<file path="src/rtl/trace_ctrl.sv">
// rtl/trace_ctrl.sv - trail push arbitration and chronological backtrack control
module trace_ctrl (
  input  logic       clk,
  input  logic       reset,
  input  logic       imp_valid,
  input  logic [8:0] imp_var,
  input  logic       imp_val,
  output logic       imp_ready,
  input  logic       dec_valid,
  input  logic [8:0] dec_var,
  input  logic       dec_val,
  output logic       dec_ready,
  input  logic       conflict,
  output logic       tt_push,
  output logic       tt_pop,
  output logic       tt_type,
  output logic       tt_val,
  output logic [8:0] tt_variable,
  input  logic       tt_type_in,
  input  logic       tt_val_in,
  input  logic [8:0] tt_variable_in,
  input  logic       tt_empty,
  input  logic       tt_full,
  output logic       unassign_valid,
  output logic [8:0] unassign_var,
  output logic       flip_valid,
  output logic [8:0] flip_var,
  output logic       flip_val,
  output logic       bt_busy,
  output logic       unsat,
  output logic [9:0] dec_level
);

  typedef enum logic [1:0] {
    IDLE    = 2'd0,
    BT_POP  = 2'd1,
    BT_FLIP = 2'd2,
    UNSAT   = 2'd3
  } state_t;

  state_t     state;
  logic [8:0] flip_var_q;
  logic       flip_val_q;
  logic       dec_accept;

  // Strobes are gated by reset so they drop the instant reset asserts.
  always_comb begin
    imp_ready      = 1'b0;
    dec_ready      = 1'b0;
    tt_push        = 1'b0;
    tt_pop         = 1'b0;
    tt_type        = 1'b0;
    tt_val         = 1'b0;
    tt_variable    = 9'd0;
    unassign_valid = 1'b0;
    unassign_var   = 9'd0;
    flip_valid     = 1'b0;
    flip_var       = 9'd0;
    flip_val       = 1'b0;
    dec_accept     = 1'b0;
    if (reset) begin
      case (state)
        IDLE: begin
          if (!conflict && !tt_full) begin
            imp_ready = 1'b1;
            dec_ready = !imp_valid;
          end
          if (imp_valid && imp_ready) begin
            tt_push     = 1'b1;
            tt_type     = 1'b1;
            tt_val      = imp_val;
            tt_variable = imp_var;
          end else if (dec_valid && dec_ready) begin
            tt_push     = 1'b1;
            tt_type     = 1'b0;
            tt_val      = dec_val;
            tt_variable = dec_var;
            dec_accept  = 1'b1;
          end
        end
        BT_POP: begin
          if (!tt_empty) begin
            tt_pop         = 1'b1;
            unassign_valid = 1'b1;
            unassign_var   = tt_variable_in;
          end
        end
        BT_FLIP: begin
          tt_push     = 1'b1;
          tt_type     = 1'b1;
          tt_val      = flip_val_q;
          tt_variable = flip_var_q;
          flip_valid  = 1'b1;
          flip_var    = flip_var_q;
          flip_val    = flip_val_q;
        end
        default: ;
      endcase
    end
  end

  always_ff @(posedge clk or negedge reset) begin
    if (!reset) begin
      state      <= IDLE;
      dec_level  <= 10'd0;
      flip_var_q <= 9'd0;
      flip_val_q <= 1'b0;
      bt_busy    <= 1'b0;
      unsat      <= 1'b0;
    end else begin
      case (state)
        IDLE: begin
          if (conflict) begin
            state   <= BT_POP;
            bt_busy <= 1'b1;
          end else if (dec_accept) begin
            dec_level <= dec_level + 10'd1;
          end
        end
        BT_POP: begin
          if (tt_empty) begin
            state   <= UNSAT;
            bt_busy <= 1'b0;
            unsat   <= 1'b1;
          end else if (!tt_type_in) begin
            // Decision reached: its opposite value becomes a forced entry.
            flip_var_q <= tt_variable_in;
            flip_val_q <= ~tt_val_in;
            dec_level  <= dec_level - 10'd1;
            state      <= BT_FLIP;
          end
        end
        BT_FLIP: begin
          state   <= IDLE;
          bt_busy <= 1'b0;
        end
        default: begin
          state <= UNSAT;
        end
      endcase
    end
  end

endmodule

</file>
<file path="config.mk">
export PLATFORM = sky130hd
export DESIGN_NAME = trace_ctrl
export DESIGN_NICKNAME = d
export VERILOG_FILES = /design/src/rtl/trace_ctrl.sv
export SDC_FILE = /design/constraint.sdc
export NUM_CORES = 1
export LEC_CHECK = 0
export CAP_MARGIN = 20
export CORE_MARGIN = 2
export CORE_UTILIZATION = 41
export CTS_CLUSTER_SIZE = 10
export DETAILED_ROUTE_END_ITERATION = 10
export PLACE_DENSITY = 0.78
export SLEW_MARGIN = 25
export SYNTH_ARGS = -nofsm -noshare
export SYNTH_HDL_FRONTEND = slang
export SYNTH_SLANG_ARGS = --single-unit
</file>
<file path="constraint.sdc">
create_clock -name clk -period 2.8 [get_ports clk]
set_input_delay 0.84 -clock clk [delete_from_list [all_inputs] [get_ports clk]]
set_output_delay 0.84 -clock clk [all_outputs]
set_load 0.03 [all_outputs]
</file>
### After elaboration in Yosys (flattened, before gate mapping)

Cells that the tools add are included.

| operators by class | value |
|---|---|
| add/sub/neg operators | 2 |
| equality and inequality tests | 9 |
| mux-type cells | 52 |
| bitwise gates (word level) | 3 |
| reduce and logical (&&, ||, !) cells | 14 |

Operator list:

| operator | count |
|---|---|
| $mux 9 | 8 |
| $mux 10 | 4 |
| $mux 1 | 30 |
| $pmux 10 s2 | 1 |
| $pmux 9 s2 | 1 |
| $ne 2x2->1 const B | 6 |
| $add 10x1->10 const B | 1 |
| $sub 10x1->10 const B | 1 |
| $mux 2 | 3 |
| $pmux 1 s2 | 3 |
| $pmux 2 s3 | 1 |
| $reduce_and 3->1 | 2 |
| $reduce_and 5->1 | 1 |
| $reduce_and 2->1 | 2 |
| $logic_and 1x1->1 | 3 |
| $logic_not 1->1 | 3 |
| $ne 3x3->1 const B | 1 |
| $not 1->1 | 3 |
| $pmux 1 s3 | 1 |
| $reduce_bool 3->1 | 1 |
| $eq 2x1->1 const B | 1 |
| $eq 2x2->1 const B | 1 |
| $logic_not 2->1 | 1 |
| $reduce_bool 2->1 | 1 |

| storage, ports and cells | value |
|---|---|
| flip-flop bits (word level) | 24 |
| output and inout bits | 48 |
| logic and storage cells | 86 |

### Depth between registers and ports, before layout

| depth | value |
|---|---|
| word-level depth | 13 |
| mapped depth | 10 |
| depth with buffers taken out | 9 |

### Worst setup path before layout

No wires, ideal clock.

| timing | value |
|---|---|
| kind | input -> output |
| start | input conflict |
| end | output tt_val |
| arrival time | 2.128 ns |
| path slack | -0.168 ns |
| stages on the path | 4 |
| buffers on the path | 1 |
| path through | and4bb_2 -> and3b_1 -> clkbuf_1 -> a221o_1 |

| between the ends | value |
|---|---|
| cells in the longest elaborated chain, start to end | 10 |

RTL lines:

| item | line | RTL |
|---|---|---|
| start: declaration | 13 | `input logic conflict,` |
| $logic_not 1->1 * | 64 | `if (!conflict && !tt_full) begin` |
| $logic_and 1x1->1 * | 64 |  |
| $mux 1 | 64 |  |
| $mux 1 | 62 | `case (state)` |
| $mux 1 | 61 | `if (reset) begin` |
| $logic_and 1x1->1 | 73 | `end else if (dec_valid && dec_ready) begin` |
| $mux 1 | 73 |  |
| $mux 1 * | 68 | `if (imp_valid && imp_ready) begin` |
| $pmux 1 s2 * | 62 |  |
| $mux 1 * | 61 |  |
| end: declaration | 17 | `output logic tt_val,` |

Mark *: on every way between the ends. The rest lies on a longest branch, timed or not. The select of a mux whose other input is x is not followed.

### Worst setup path after layout

| timing | value |
|---|---|
| start | input imp_valid |
| end | output tt_variable[7] |

| between the ends | value |
|---|---|
| cells in the longest elaborated chain, start to end | 9 |

RTL lines:

| item | line | RTL |
|---|---|---|
| start: declaration | 5 | `input logic imp_valid,` |
| $logic_not 1->1 | 66 | `dec_ready = !imp_valid;` |
| $mux 1 | 64 |  |
| $mux 1 | 62 |  |
| $mux 1 | 61 |  |
| $logic_and 1x1->1 | 73 |  |
| $mux 9 | 73 |  |
| $mux 9 * | 68 |  |
| $pmux 9 s2 * | 62 |  |
| $mux 9 * | 61 |  |
| end: declaration | 18 | `output logic [8:0] tt_variable,` |

Marked as above.

==> results.txt <==
Mapped Area: 1832 um^2
IO buf count: 85
Final nets: 344
hold path depth: 1
total gr overflow: 0
top cells by area, synth: dfrtp_1 (33%), mux2_2 (7.4%), a221o_1 (5.5%)
worst slack, placed: -0.5153 ns
clock root buffer: clkbuf_8
Logic pwr share: 66.9%
crit path DAT: 1.92 ns
DRT antenna net count: 0
mean routed wirelength per cell: 15.76 um
die footprint: 5018 um^2
GPL Wtd Cong: 0.8778
Tmin final: 2.762 ns
dpl hpwl: 4.230 mm
CP top delay family: buffers and inverters
most frequent cell after synthesis: dfrtp_1
io pins: 86
Placed Cells: 342
Main synth FF type: dfrtp_1
final number of max-transition violations: 0
first-pass GRT wire length: 8.970 mm
Final Worst Setup Slack: 0.03821 ns
Synth Warn #: 0
Switch Pwr: 1.383 mW
Fillers: 387
drt initial violations: 91
RSZ-0062 raised after global routing: false
number of global-route vias before repair: 1806
DRC errors left: 0
sequential share of the synthesized area: 32.79%
Clk pwr share: 8.5%
Pwr Total: 2.952 mW
htree depth: 1
FFs w/ async S/R, synth: 100.0%
Finished Layout Cells: 350
final setup fails: 0
Least-Margin Pin Slew: 0.4056 ns
Max-Cap Viols: 0
multi-input logic area: 1186 um^2
top post-synthesis cells by count: dfrtp_1 (24), and2_1 (13), mux2_2 (12)
largest net degree at the start of global routing: 30
Avg Inst Size Synth: 9.251 um^2
number of cells on the critical path: 4
gr usage total: 22.36%
FP Rows: 24
Pint: 1.569 mW
clock slew at reported path FFs: 0.09 ns
internal reg-to-reg setup slack: 0.39 ns
Longest Clk Path Bufs: 2
CP Capture Type: primary output
Antenna diodes: 0
crit-path max FO: 6
Synthesized Nets: 243
share of post-route cells with drive strength above 1: 34.56%
peak supply drop: 0.6078 mV
Vias/cell: 5.371
Area growth, synth to finish: 57.99%
Cell Pwr Density: 1020 nW/um^2
Final period util: 98.64%
worst path bufs/invs: 2
worst path cell trace: clkdlybuf4s15_1 > and3b_2 > a221o_2 > buf_6
Crit path largest cell delay: 0.38 ns
Worst Clk Skew: 0.002830 ns
FF+latch count, synth: 24
CORE AREA: 4324 um^2
routed wire length: 5.515 mm
Die Span X: 70.84 um
Clock Latency Late Sink: 0.28 ns
DR pass1 iterations: 4
Sink Count: 24
hold_ws: 0.4734 ns
critical path class: in -> out
CP max stage cell: a221o_2
Netlist cell types: 48
r2r worst-path depth: 9
FMAX: 362.1 MHz
EDFF count, synth: 0
CTS Hold Bufs: 0
Synth top area share: 32.79%
vias: 1880
sequential power share: 24.6%
leading area contributor after synthesis: dfrtp_1
status: complete, no violations
CTS tree: done
antenna violations before repair: 0
Initial Utilization: 42.36%
CTS Buf Count: 3
Fin. Hold Viols: 0
data required time of the critical path: 1.96 ns
Lkg Pwr: 1.323 nW
Hold Path Class: reg -> reg
Worst setup SP type: primary input
max_slew headroom: 72.26%
Post-Synthesis Cells: 198
register area: 600.6 um^2
DIE HEIGHT: 70.84 um
Switching Fraction: 46.85%
==> layout make-up <==
| class | instances | area share, % |
|---|---|---|
| repair buffers | 107 | 33.07 |
| inverters | 8 | 1.038 |
| flip-flops and latches | 24 | 20.75 |
| clock buffers | 4 | 1.902 |
| well taps | 52 | 2.248 |
| multi-input cells | 155 | 40.99 |
==> cell usage in the layout (no fill, tap or decap), drive strengths merged, types with 2 or more instances in the layout <==
master	synthesis	layout
a21oi	13	13
a2111oi	2	2
a21o	2	2
clkbuf	7	4
nand3b	4	4
a221o	10	10
buf	5	61
mux2i	2	2
clkdlybuf4s50	0	44
inv	8	8
o22ai	4	4
nand3	5	5
nor2	7	7
and2	13	13
xor2	5	5
a31oi	2	2
nor2b	2	2
xnor2	7	7
ha	7	7
and3b	1	2
nand2	11	11
o21ai	8	8
dfrtp	24	24
nor3	4	4
nand2b	8	8
and3	11	11
mux2	12	12
==> metrics by stage <==
| stage | TNS, ns | util (%) | instance area [um^2] |
|---|---|---|---|
| 2_1_floorplan | 0 | - | 1851 |
| 3_3_place_gp | -9.784 | 63.69 | 2754 |
| 3_5_place_dp | -10.77 | 63.69 | 2754 |
| 4_1_cts | 0 | 66.26 | 2865 |
| 5_1_grt | 0 | 66.93 | 2894 |
| 6_report | 0 | 66.93 | 2894 |
==> power groups by stage <==
| stage | clock network (mW) | logic (mW) | registers, mW |
|---|---|---|---|
| after detailed placement | 0 | 1.91 | 0.729 |
| after global routing | 0.268 | 2.15 | 0.760 |
| after global placement | 0 | 1.88 | 0.722 |
| after floorplan | 0 | 1.21 | 0.810 |
| final | 0.250 | 1.97 | 0.728 |
| after CTS | 0.253 | 1.96 | 0.720 |
==> sequential cells by signal, indices dropped and copies added, names as in the netlist <==
register / count
dec_level: 10
flip_var_q: 9
state: 2
bt_busy: 1
flip_val_q: 1
unsat: 1
==> cells by family after synthesis <==
kind of cell,synth area share [%]
flops,32.79
fa+ha+maj,4.781
compound gates,19.88
simple gates,23.29
mux,8.470
xor+xnor,5.738
buf+inv,5.055
==> repair_timing <==
action,CTS,global route
resized for setup,30,6
setup endpoints to repair,35,19
cloned,1,0
pin swaps,11,0
setup buffers,2,1
==> worst paths after layout <==
check / start / to
max: imp_valid / tt_variable[7]
min: unsat / unsat
max reg2reg: state[0] / dec_level[8]
min reg2reg: unsat / unsat
max in group asynchronous: reset / dec_level[3]
min in group asynchronous: reset / flip_var_q[1]
==> layer usage <==
layer  up-vias  wire length, um  track usage, %
met5         -                0               0
met4         0              108           5.870
met3        10              190           3.419
met2        50             2800           38.42
met1       900             2415           29.47
li1        920                -               -
Power figures use the tool's default switching activity.
